### src/rtl/pipe_ctrl_pkg.sv
// Shared types and constants for the pipeline hazard controller.
package pipe_ctrl_pkg;

    // Default register-index width (32 architectural registers).
    localparam int REG_W       = 5;
    // Width of the saturating stall counter.
    localparam int STALL_CNT_W = 16;
    // Width of the mult/div down-counter.
    localparam int CNT_W       = 8;

    typedef enum logic {
        IDLE   = 1'b0,
        MULDIV = 1'b1
    } hz_state_t;

endpackage

### src/rtl/sat_counter.sv
// Up-counter that sticks at all-ones instead of wrapping; async active-low clear.
module sat_counter #(
    parameter int WIDTH = 16
) (
    input  logic             clk,
    input  logic             reset_n,
    input  logic             en,
    output logic [WIDTH-1:0] count
);

    logic [WIDTH-1:0] count_q;
    logic [WIDTH-1:0] count_d;

    // Next value: step when enabled unless already at the ceiling.
    always_comb begin
        count_d = count_q;
        if (en && (count_q != {WIDTH{1'b1}})) begin
            count_d = count_q + WIDTH'(1);
        end
    end

    // Count register, cleared asynchronously.
    always_ff @(posedge clk or negedge reset_n) begin
        if (!reset_n) begin
            count_q <= '0;
        end else begin
            count_q <= count_d;
        end
    end

    assign count = count_q;

endmodule

### src/rtl/pipe_hazard_ctrl.sv
// Pipeline hazard controller: load-use stalls, branch/jump flushes and
// mult/div hold, driving wen/flush of the IF/ID, ID/EX, EX/MEM regs and PC.
module pipe_hazard_ctrl #(
    parameter int MULDIV_CYCLES = 8,
    parameter int REG_W         = pipe_ctrl_pkg::REG_W
) (
    input  logic             clk,
    input  logic             reset_n,
    input  logic [REG_W-1:0] id_rs,
    input  logic [REG_W-1:0] id_rt,
    input  logic             id_uses_rt,
    input  logic             id_j_jump,
    input  logic             ex_mem_read,
    input  logic [REG_W-1:0] ex_rt,
    input  logic             ex_branch_taken,
    input  logic             ex_muldiv,
    output logic             pc_wen,
    output logic             ifid_wen,
    output logic             idex_wen,
    output logic             ifid_flush,
    output logic             idex_flush,
    output logic             exmem_flush,
    output logic             muldiv_done,
    output logic [15:0]      stall_count
);

    import pipe_ctrl_pkg::*;

    hz_state_t        state_q, state_d;
    logic [CNT_W-1:0] cnt_q, cnt_d;
    logic             load_use;

    // Load in EX feeds a source of the ID instruction; r0 is hardwired zero.
    assign load_use = ex_mem_read && (ex_rt != '0) &&
                      ((ex_rt == id_rs) || (id_uses_rt && (ex_rt == id_rt)));

    // State and mult/div counter registers.
    always_ff @(posedge clk or negedge reset_n) begin
        if (!reset_n) begin
            state_q <= IDLE;
            cnt_q   <= '0;
        end else begin
            state_q <= state_d;
            cnt_q   <= cnt_d;
        end
    end

    // Next state: enter MULDIV on an unbranched mult/div, leave when cnt hits 0.
    always_comb begin
        state_d = state_q;
        cnt_d   = cnt_q;
        case (state_q)
            IDLE: begin
                // The start cycle is one of the MULDIV_CYCLES, and the
                // cnt==0 cycle is the last, hence the -2.
                if (!ex_branch_taken && ex_muldiv) begin
                    state_d = MULDIV;
                    cnt_d   = CNT_W'(MULDIV_CYCLES - 2);
                end
            end
            MULDIV: begin
                if (cnt_q != '0) begin
                    cnt_d = cnt_q - CNT_W'(1);
                end else begin
                    state_d = IDLE;
                    cnt_d   = '0;
                end
            end
        endcase
    end

    // Control outputs: priority branch > muldiv > load-use > jump > run.
    always_comb begin
        pc_wen      = 1'b1;
        ifid_wen    = 1'b1;
        idex_wen    = 1'b1;
        ifid_flush  = 1'b0;
        idex_flush  = 1'b0;
        exmem_flush = 1'b0;
        muldiv_done = 1'b0;
        case (state_q)
            IDLE: begin
                if (ex_branch_taken) begin
                    ifid_flush = 1'b1;
                    idex_flush = 1'b1;
                end else if (ex_muldiv) begin
                    pc_wen      = 1'b0;
                    ifid_wen    = 1'b0;
                    idex_wen    = 1'b0;
                    exmem_flush = 1'b1;
                end else if (load_use) begin
                    pc_wen     = 1'b0;
                    ifid_wen   = 1'b0;
                    idex_flush = 1'b1;
                end else if (id_j_jump) begin
                    ifid_flush = 1'b1;
                end
            end
            MULDIV: begin
                if (cnt_q != '0) begin
                    pc_wen      = 1'b0;
                    ifid_wen    = 1'b0;
                    idex_wen    = 1'b0;
                    exmem_flush = 1'b1;
                end else begin
                    // Result leaves EX; ID-side hazards still need handling.
                    muldiv_done = 1'b1;
                    if (load_use) begin
                        pc_wen     = 1'b0;
                        ifid_wen   = 1'b0;
                        idex_flush = 1'b1;
                    end else if (id_j_jump) begin
                        ifid_flush = 1'b1;
                    end
                end
            end
        endcase
        // Hold every pipe register quiet while reset is asserted.
        if (!reset_n) begin
            pc_wen      = 1'b0;
            ifid_wen    = 1'b0;
            idex_wen    = 1'b0;
            ifid_flush  = 1'b0;
            idex_flush  = 1'b0;
            exmem_flush = 1'b0;
            muldiv_done = 1'b0;
        end
    end

    sat_counter #(
        .WIDTH (STALL_CNT_W)
    ) u_stall_cnt (
        .clk     (clk),
        .reset_n (reset_n),
        .en      (~pc_wen),
        .count   (stall_count)
    );

endmodule

### config.mk
export PLATFORM = sky130hd
export DESIGN_NAME = pipe_hazard_ctrl
export DESIGN_NICKNAME = d
export VERILOG_FILES = /design/src/rtl/pipe_ctrl_pkg.sv /design/src/rtl/sat_counter.sv /design/src/rtl/pipe_hazard_ctrl.sv
export SDC_FILE = /design/constraint.sdc
export NUM_CORES = 1
export LEC_CHECK = 0
export CAP_MARGIN = 20
export CORE_MARGIN = 8
export CORE_UTILIZATION = 46
export CTS_CLUSTER_SIZE = 12
export DETAILED_ROUTE_END_ITERATION = 8
export PLACE_DENSITY = 0.8
export SLEW_MARGIN = 10
export SYNTH_ARGS = -nofsm -noshare
export SYNTH_HDL_FRONTEND = slang
export SYNTH_SLANG_ARGS = --single-unit
### constraint.sdc
create_clock -name clk -period 2.95 [get_ports clk]
set_clock_uncertainty 0.05 [all_clocks]
set_input_delay 0.59 -clock clk [delete_from_list [all_inputs] [get_ports clk]]
set_output_delay 0.59 -clock clk [all_outputs]
set_load 0.02 [all_outputs]
==> metrics.md, run 1 <==
| Metric | Value |
|---|---|
| Final GP Congestion | 0.859 |
| # nets final | 232 |
| Clock group share of total power | 10.3% |
| CTS H-tree lvls | 1 |
| Met2 GRT Util | 23.1% |
| Worst-path cell chain | clkdlybuf4s50_1 -> or4_1 -> o21a_1 -> a31o_4 -> inv_1 -> buf_2 |
| Core ar. | 0.00303 mm2 |
| Post CTS Setup Buffer Count | 0 |
| Yosys top cell by area | dfrtp_1 |
| First-pass GRT wire length | 5890 um |
| Pre-Repair DR Iteration Count | 6 |
| Commonest non-fill, non-tap cells in the layout | 37 x clkdlybuf4s50_1, 25 x xnor2_1, 25 x dfrtp_1 |
| Vias | 1,297 |
| Pint | 0.000857 W |
| HP Start | u_stall_cnt.count[9]$_DFFE_PN0P_ |
| Vias in the first global route | 1,289 |
| R2R Setup Slk | 0.72 ns |
| Syn Nets | 179 |
| CTS tree | done |
| Via density | 5.19 |
| Hold path depth | 1 |
| Status | finished clean |
| Largest net degree at the start of global routing | 21 |
| Req. time, crit path | 2.31 ns |
| Final min period | 2.86 ns |
| R2R cell count | 7 |
| Initial antenna violation count | 0 |
| DRT antenna net count | 0 |
| Switching share of power | 41.4% |
| CP endpoint kind | primary output |
| Layout cell share with drive strength beyond 1 | 10.7% |
| Worst IR Drop VDD | 0.000313 V |
| Crit Reg-Reg Endpoint | u_stall_cnt.count[1]$_DFFE_PN0P_ |
| Worst Path Buf+Inv | 3 |
| DR iter-0 viols | 76 |
| FILL cells | 247 |
| Worst slack, placed | -0.416 ns |
| Total track usage | 13.9% |
| Final setup fails | 0 |
| Seq/Total Area, Yosys | 42.9% |
| Gate count of the mapped netlist | 154 |
| Wirelength, routed | 3660 um |
| Synth Register Bits | 25 |
| Area grow syn2layout | 37.9% |
| Yosys cell types | 33 |
| TritonCTS Buffers | 3 |
| Crit path from | ex_rt[1] |
| CTS Sinks | 25 |
| Row count | 20 |
| Post-route DRC | 0 |
| Net Sw Power | 0.000606 W |
| Yosys warnings | 0 |
| Initial Util | 48.2% |
| Slew @ Worst Pin | 0.456 ns |
| Reg clk slew, reported paths | 0.13 ns |
| Total grt overflow | 0 |
| Post-CTS Hold Fix Bufs | 0 |
| Avg WL per Cell | 14.6 um |
| Hold Crit Class | reg -> reg |
| Clk buf depth | 2 |
| Fin. max-slew vios | 0 |
| Maximum fanout along the worst path | 2 |
| RSZ-0062 raised after global routing | no |
| Hold Vio Cnt, Final | 0 |
| Comb pwr share | 48.4% |
| Share of the synthesized area in the top cell type | 42.9% |
| Die width | 72.3 um |
| Synth area leaders | dfrtp_1 43%, xnor2_1 15%, nand4_1 4.3%, and3_1 3.9%, nand2_1 3.9% |
| Syn avg cell area | 9.47 um2 |
| Reg-to-Reg Start | cnt_q[4]$_DFFE_PN0P_ |
| Fmax | 350 MHz |
| Hold Path Sink | u_stall_cnt.count[9]$_DFFE_PN0P_ |
| Total of max-cap violations | 0 |
| CP max stage delay | 0.52 ns |
| IO buf count | 44 |
| Tcrit/Tclk final | 96.9% |
| Setup crit start kind | primary input |
| Static leakage | 0.886 nW |
| Root Buffer | clkbuf_4 |
| Synth Cell Area | 0.00146 mm2 |
| Met3 usage | 4.68% |
| PD cells | 727 mW/mm2 |
| IO Count | 45 |
| Gr busiest metal | met2 |
| DIE HEIGHT | 72.3 um |
| Delay-heaviest family, CP | buffers and inverters |
| Critical path type | in -> out |
| Slowest cell on crit path | or4_1 |
| Crit path arrival time | 2.22 ns |
| Worst-Skew Late Latency | 0.31 ns |
| Die area | 0.00523 mm2 |
| Flop pwr share | 41.3% |
| GR Util met1 | 15.5% |
| Worst Setup Slack, final | 0.0927 ns |
| Most common cell after layout, fill and taps aside | clkdlybuf4s50_1 |
| Slew HR | 69.6% |
| Antenna diodes | 0 |
| Post-detail-place hpwl | 2970 um |
| Min Hold Slack | 0.449 ns |
-- logic make-up (layout without fill, tap and decap cells) --
family | count (synthesis) | in the layout | synth area share (%)
buffers and inverters | 11 | 63 | 3.77
flip-flops | 25 | 25 | 42.9
AO/OA/AOI/OAI | 21 | 21 | 9.18
multiplexers | 2 | 2 | 1.54
XOR/XNOR | 26 | 26 | 15.6
AND/OR/NAND/NOR | 66 | 66 | 24.4
adder cells (fa/ha/maj) | 3 | 3 | 2.57
-- per-stage QoR --
step           instance area (um2)  util (%)  total power, W  TNS, ns  std cells
6_report                      2010      66.4         0.00146        0        250
4_1_cts                       2010      66.4         0.00148        0        250
3_5_place_dp                  1990      65.7         0.00132    -1.51        246
2_1_floorplan                 1460         -         0.00103        0        154
3_3_place_gp                  1990      65.7         0.00128    -1.32        246
5_1_grt                       2010      66.4         0.00157        0        250
-- routing by layer --
metal	vias to the layer above	share of wire, %
met2	53	47
met5	-	0
met1	597	42
li1	640	-
met3	7	8.4
met4	0	2.4
-- flip-flops by register name, summed over array words and instances (netlist names) --
signal	count
state_q	1
u_stall_cnt.count	16
cnt_q	8
-- cell type report --
class	instances	area (um2)	area share, %
flip-flops and latches	25	626	31.1
repair buffers	53	495	24.6
clock buffers	4	26.3	1.31
multi-input cells	118	787	39.1
inverters	6	22.5	1.12
well taps	44	55.1	2.74
-- cells in the mapped netlist --
master	number
nand4_1	10
nand2_1	15
a21oi_2	1
buf_2	2
nor3_1	4
o21ai_1	1
dfrtp_1	25
a21oi_1	6
nand2b_1	3
o31ai_1	1
inv_1	6
a21o_1	1
o22ai_1	1
a31o_4	1
buf_4	1
and2_1	3
and3_1	9
nand3_2	1
a31oi_1	1
o21a_1	2
mux2_2	2
nor2_1	8
nor4_2	1
o21ai_0	6
xor2_1	1
nand3_1	8
xnor2_1	25
buf_6	1
clkbuf_1	1
or4_1	1
and4_1	2
ha_1	3
or3_1	1
-- power groups by stage --
stage                     sequential [W]  clock (W)  combinational, W
final                           0.000604   0.000151          0.000708
after global placement          0.000594          0          0.000688
after CTS                       0.000602   0.000154          0.000720
after global routing            0.000624   0.000168          0.000775
after floorplan                 0.000626          0          0.000400
after detailed placement        0.000602          0          0.000719
-- how the worst max path moves through the flow --
stage | to | slack [ns] | cells after the start
5_1_grt | pc_wen | 0.01 | 9
3_5_place_dp | ifid_wen | -0.42 | 6
2_1_floorplan | pc_wen | 0.29 | 6
6_report | ifid_wen | 0.09 | 6
4_1_cts | idex_wen | 0.0002 | 6
3_3_place_gp | ifid_wen | -0.39 | 6
-- repair_timing --
| item | 4_1_cts | 5_1_grt |
|---|---|---|
| setup endpoints to repair | 5 | 5 |
| resized for setup | 15 | 4 |
| pin swaps | 0 | 0 |
Power figures use the tool's default switching activity.
==> run 2, diff against run 1 <==
--- a/config.mk
+++ b/config.mk
@@ -6,7 +6,7 @@
 export NUM_CORES = 1
 export LEC_CHECK = 0
 export CAP_MARGIN = 20
-export CORE_MARGIN = 8
+export CORE_MARGIN = 2
 export CORE_UTILIZATION = 46
 export CTS_CLUSTER_SIZE = 12
 export DETAILED_ROUTE_END_ITERATION = 8
==> metrics.md, run 2 (same netlist as run 1, synthesis figures left out) <==
| Metric | Value |
|---|---|
| Critical path type | in -> out |
| Post CTS Setup Buffer Count | 0 |
| Via density | 5.25 |
| Static leakage | 0.882 nW |
| Slew HR | 69.3% |
| Final TNS setup | 0 ns |
| Initial Util | 48.2% |
| Row count | 20 |
| Most common cell after layout, fill and taps aside | clkdlybuf4s50_1 |
| Total of max-cap violations | 0 |
| First-pass GRT wire length | 5460 um |
| Hold Vio Cnt, Final | 0 |
| Core ar. | 0.00303 mm2 |
| Met1 Routed Length | 1460 um |
| Vias | 1,318 |
| Pre-Repair DR Iteration Count | 4 |
| Met2 Wirelength | 1630 um |
| Antenna diodes | 0 |
| IO Count | 45 |
| CP max stage delay | 0.52 ns |
| Met3 wire len | 187 um |
| Final Cell Area | 0.00202 mm2 |
| DP Area | 0.00200 mm2 |
| Status | finished clean |
| Hold path depth | 1 |
| Final setup fails | 0 |
| Worst IR Drop VDD | 0.000367 V |
| PD cells | 724 mW/mm2 |
| Hold Crit Class | reg -> reg |
| Slowest cell on crit path | or4_1 |
| Layout Utilization | 66.7% |
| Tcrit/Tclk final | 97.4% |
| Wirelength, routed | 3320 um |
| Fmax | 348 MHz |
| Setup crit start kind | primary input |
| Final min period | 2.87 ns |
| Crit path arrival time | 2.23 ns |
| Total track usage | 19.8% |
| DIE HEIGHT | 60.3 um |
| Area grow syn2layout | 38.4% |
| Req. time, crit path | 2.31 ns |
| Die width | 60.3 um |
| CTS H-tree lvls | 1 |
| Commonest non-fill, non-tap cells in the layout | 38 x clkdlybuf4s50_1, 25 x xnor2_1, 25 x dfrtp_1 |
| DR iter-0 viols | 30 |
| Layout cell share with drive strength beyond 1 | 11.1% |
| R2R cell count | 7 |
| Initial antenna violation count | 0 |
| Final GP Congestion | 0.812 |
| Clk buf depth | 2 |
| TritonCTS Buffers | 3 |
| Crit Reg-Reg Endpoint | u_stall_cnt.count[1]$_DFFE_PN0P_ |
| Largest net degree at the start of global routing | 25 |
| Root Buffer | clkbuf_4 |
| FILL cells | 255 |
| CTS tree | done |
| Maximum fanout along the worst path | 2 |
| DRT antenna net count | 0 |
| Worst Path Buf+Inv | 3 |
| Hold Path Sink | u_stall_cnt.count[9]$_DFFE_PN0P_ |
| HP Start | u_stall_cnt.count[9]$_DFFE_PN0P_ |
| RSZ-0062 raised after global routing | yes |
| # nets final | 233 |
| Worst slack, placed | -0.386 ns |
| IO buf count | 44 |
| Worst-path cell chain | clkdlybuf4s50_1 -> or4_1 -> o21a_1 -> a31o_4 -> inv_1 -> buf_2 |
| Vias in the first global route | 1,308 |
| Worst Setup Slack, final | 0.0757 ns |
| Post-detail-place hpwl | 2590 um |
| Die area | 0.00364 mm2 |
| Avg WL per Cell | 13.2 um |
| Top routing layer in use | met4 |
| Total grt overflow | 0 |
| Reg-to-Reg Start | cnt_q[4]$_DFFE_PN0P_ |
| R2R Setup Slk | 0.78 ns |
| CP endpoint kind | primary output |
| Delay-heaviest family, CP | buffers and inverters |
| Reg clk slew, reported paths | 0.13 ns |
| Max reg flops | 16 |
| CTS Sinks | 25 |
| Fin. max-slew vios | 0 |
| Worst-Skew Late Latency | 0.31 ns |
| Post-route DRC | 0 |
| Min Hold Slack | 0.450 ns |
| Slew @ Worst Pin | 0.459 ns |
[run 2: cell count changes in the layout (fill, tap and decap cells not counted)]
cell             previous run  this run
buf_4                       9        11
dlymetal6s2s_1              3         2
buf_2                       3         2
clkdlybuf4s50_1            37        38
[run 2: stage by stage]
stage	std cells	total power [W]
after CTS	251	0.00146
final	251	0.00146
after detailed placement	247	0.00131
after global routing	251	0.00157
after global placement	247	0.00128
after floorplan	154	0.00103
[run 2: timing repair]
| item | CTS | global route |
|---|---|---|
| gates resized for setup | 7 | 12 |
| endpoints found under the setup margin | 4 | 5 |
| hold buffers | 0 | 0 |
[run 2: metal layers]
layer | vias up | GRT usage (%)
met5 | - | 0
met4 | 0 | 10.2
met3 | 4 | 2.81
met2 | 45 | 34.8
met1 | 626 | 23.5
li1 | 643 | -
[run 2: area by class of cell]
type	count	area, um2	share of cell area (%)
Multi-Input combinational cell	118	787	39.0
Clock buffer	4	26.3	1.30
Tap cell	44	55.1	2.73
Sequential cell	25	626	31.0
Inverter	6	22.5	1.12
Timing Repair Buffer	54	503	24.9
[run 2: worst max-delay path by stage]
stage / end / startpoint / cells after the start
after CTS: pc_wen / ex_rt[2] / 6
final: ifid_wen / ex_rt[2] / 6
after floorplan: pc_wen / ex_rt[1] / 6
after global routing: ifid_wen / ex_rt[1] / 6
after global placement: ifid_wen / ex_rt[2] / 6
after detailed placement: pc_wen / ex_rt[2] / 6
[run 2: power breakdown]
part	internal, W	switching, W
logic	0.000352	0.000351
clock network	0.0000527	0.0000968
registers	0.000455	0.000155
==> run 3, diff against run 2 <==
--- a/config.mk
+++ b/config.mk
@@ -6,12 +6,12 @@
 export NUM_CORES = 1
 export LEC_CHECK = 0
 export CAP_MARGIN = 20
-export CORE_MARGIN = 2
+export CORE_MARGIN = 3
 export CORE_UTILIZATION = 46
 export CTS_CLUSTER_SIZE = 12
 export DETAILED_ROUTE_END_ITERATION = 8
 export PLACE_DENSITY = 0.8
-export SLEW_MARGIN = 10
+export SLEW_MARGIN = 20
 export SYNTH_ARGS = -nofsm -noshare
 export SYNTH_HDL_FRONTEND = slang
 export SYNTH_SLANG_ARGS = --single-unit
==> metrics.md, run 3 (same netlist as run 1, synthesis figures left out) <==
| Metric | Value |
|---|---|
| Vias | 1,336 |
| Initial antenna violation count | 0 |
| Hold path depth | 1 |
| CTS H-tree lvls | 1 |
| Maximum fanout along the worst path | 2 |
| DR iter-0 viols | 66 |
| Core ar. | 0.00288 mm2 |
| Slew HR | 69.0% |
| CP endpoint kind | primary output |
| Largest net degree at the start of global routing | 21 |
| Slew @ Worst Pin | 0.464 ns |
| Commonest non-fill, non-tap cells in the layout | 38 x clkdlybuf4s50_1, 25 x xnor2_1, 25 x dfrtp_1 |
| Comb pwr share | 48.6% |
| Pre-Repair DR Iteration Count | 4 |
| Status | finished clean |
| Worst-Skew Late Latency | 0.32 ns |
| Wirelength, routed | 3580 um |
| RSZ-0062 raised after global routing | no |
| Fin. max-slew vios | 0 |
| Final GP Congestion | 0.792 |
| Clk buf depth | 2 |
| CTS Sinks | 25 |
| Layout cell share with drive strength beyond 1 | 12.5% |
| FILL cells | 224 |
| Worst Path Buf+Inv | 3 |
| Setup crit start kind | primary input |
| Worst-path cell chain | clkdlybuf4s50_1 -> or4_4 -> o21a_1 -> a31o_4 -> inv_2 -> buf_4 |
| Final setup fails | 0 |
| Post-route DRC | 0 |
| Flop pwr share | 41.2% |
| IO buf count | 44 |
| Total of max-cap violations | 0 |
| TritonCTS Buffers | 3 |
| Die width | 62.3 um |
| Post CTS Setup Buffer Count | 0 |
| Worst Setup Slack, final | 0.0843 ns |
| Switching share of power | 41.3% |
| Worst slack, placed | -0.420 ns |
| Row count | 19 |
| Most common cell after layout, fill and taps aside | clkdlybuf4s50_1 |
| DIE HEIGHT | 62.3 um |
| Critical path type | in -> out |
| Min Hold Slack | 0.467 ns |
| CP max stage delay | 0.52 ns |
| Net Sw Power | 0.000609 W |
| Die area | 0.00388 mm2 |
| Crit path arrival time | 2.23 ns |
| Post-CTS Hold Fix Bufs | 0 |
| Reg area | 626 um2 |
| Crit path depth | 6 |
| CTS tree | done |
| Fmax | 349 MHz |
| Hold Vio Cnt, Final | 0 |
| Final min period | 2.87 ns |
| Total grt overflow | 0 |
| Tcrit/Tclk final | 97.1% |
| Via density | 5.34 |
| Clock group share of total power | 10.2% |
| Static leakage | 0.872 nW |
| Layout Utilization | 70.7% |
| DRT antenna net count | 0 |
| DP Area | 0.00200 mm2 |
| Vias in the first global route | 1,359 |
| First-pass GRT wire length | 5950 um |
| Hold Crit Class | reg -> reg |
| Max reg flops | 16 |
| Avg WL per Cell | 14.3 um |
| Antenna diodes | 0 |
| Slowest cell on crit path | or4_4 |
| Post-detail-place hpwl | 2780 um |
| Initial Util | 50.7% |
| Reg clk slew, reported paths | 0.13 ns |
| Final Cell Area | 0.00203 mm2 |
| Area grow syn2layout | 39.4% |
| # nets final | 234 |
| IO Count | 45 |
| Total track usage | 18.9% |
| R2R cell count | 7 |
| Multi-input logic area | 791 um2 |
| Worst IR Drop VDD | 0.000311 V |
| Delay-heaviest family, CP | buffers and inverters |
| Pint | 0.000866 W |
| Root Buffer | clkbuf_4 |
| Req. time, crit path | 2.31 ns |
| PD cells | 725 mW/mm2 |
-- run 3: changes by cell type in the layout (fill, tap and decap cells not counted) --
cell and delta:
inv_2 +1, buf_4 +2, dlymetal6s2s_1 -1, or4_4 +1, or4_1 -1, buf_2 -2, buf_6 +1, inv_1 -1
dlygate4sd2_1 +1
-- run 3: worst paths after layout --
check / start / to / slack (ns)
worst max-delay path: ex_rt[2] / pc_wen / 0.08
worst min register to register: u_stall_cnt.count[9]$_DFFE_PN0P_ / u_stall_cnt.count[9]$_DFFE_PN0P_ / 0.47
max in group asynchronous: reset_n / cnt_q[4]$_DFFE_PN0P_ / 1.99
min in group asynchronous: reset_n / cnt_q[5]$_DFFE_PN0P_ / 0.59
worst max register to register: cnt_q[4]$_DFFE_PN0P_ / u_stall_cnt.count[1]$_DFFE_PN0P_ / 0.76
worst min-delay path: u_stall_cnt.count[9]$_DFFE_PN0P_ / u_stall_cnt.count[9]$_DFFE_PN0P_ / 0.47
-- run 3: metal layers --
metal / share of wire, % / vias to the layer above / global-route usage [%]
li1: - / 642 / -
met1: 39 / 636 / 20.8
met2: 54 / 53 / 36.3
met3: 5.4 / 5 / 2.34
met4: 1.5 / 0 / 7.44
met5: 0 / - / 0
-- run 3: timing repair --
item / CTS / global route
pin swaps: 0 / 1
endpoints found under the setup margin: 5 / 5
resized for setup: 14 / 10
-- run 3: power by group through the flow --
stage / sequential (W) / clock, W / combinational [W]
2_1_floorplan: 0.000626 / 0 / 0.000400
3_3_place_gp: 0.000590 / 0 / 0.000680
3_5_place_dp: 0.000601 / 0 / 0.000716
4_1_cts: 0.000597 / 0.000155 / 0.000706
5_1_grt: 0.000628 / 0.000173 / 0.000781
6_report: 0.000608 / 0.000151 / 0.000716
-- run 3: final cells by class --
type / count / area share [%]
multi-input cells: 118 / 38.9
flip-flops and latches: 25 / 30.8
repair buffers: 55 / 25.4
well taps: 42 / 2.58
clock buffers: 4 / 1.29
inverters: 6 / 1.11
-- run 3: metrics by stage --
step                      total power (W)  instances  TNS [ns]
after detailed placement          0.00132        246     -1.41
after global placement            0.00127        246     -1.16
after CTS                         0.00146        250         0
after global routing              0.00158        250         0
final                             0.00147        250         0
after floorplan                   0.00103        154         0
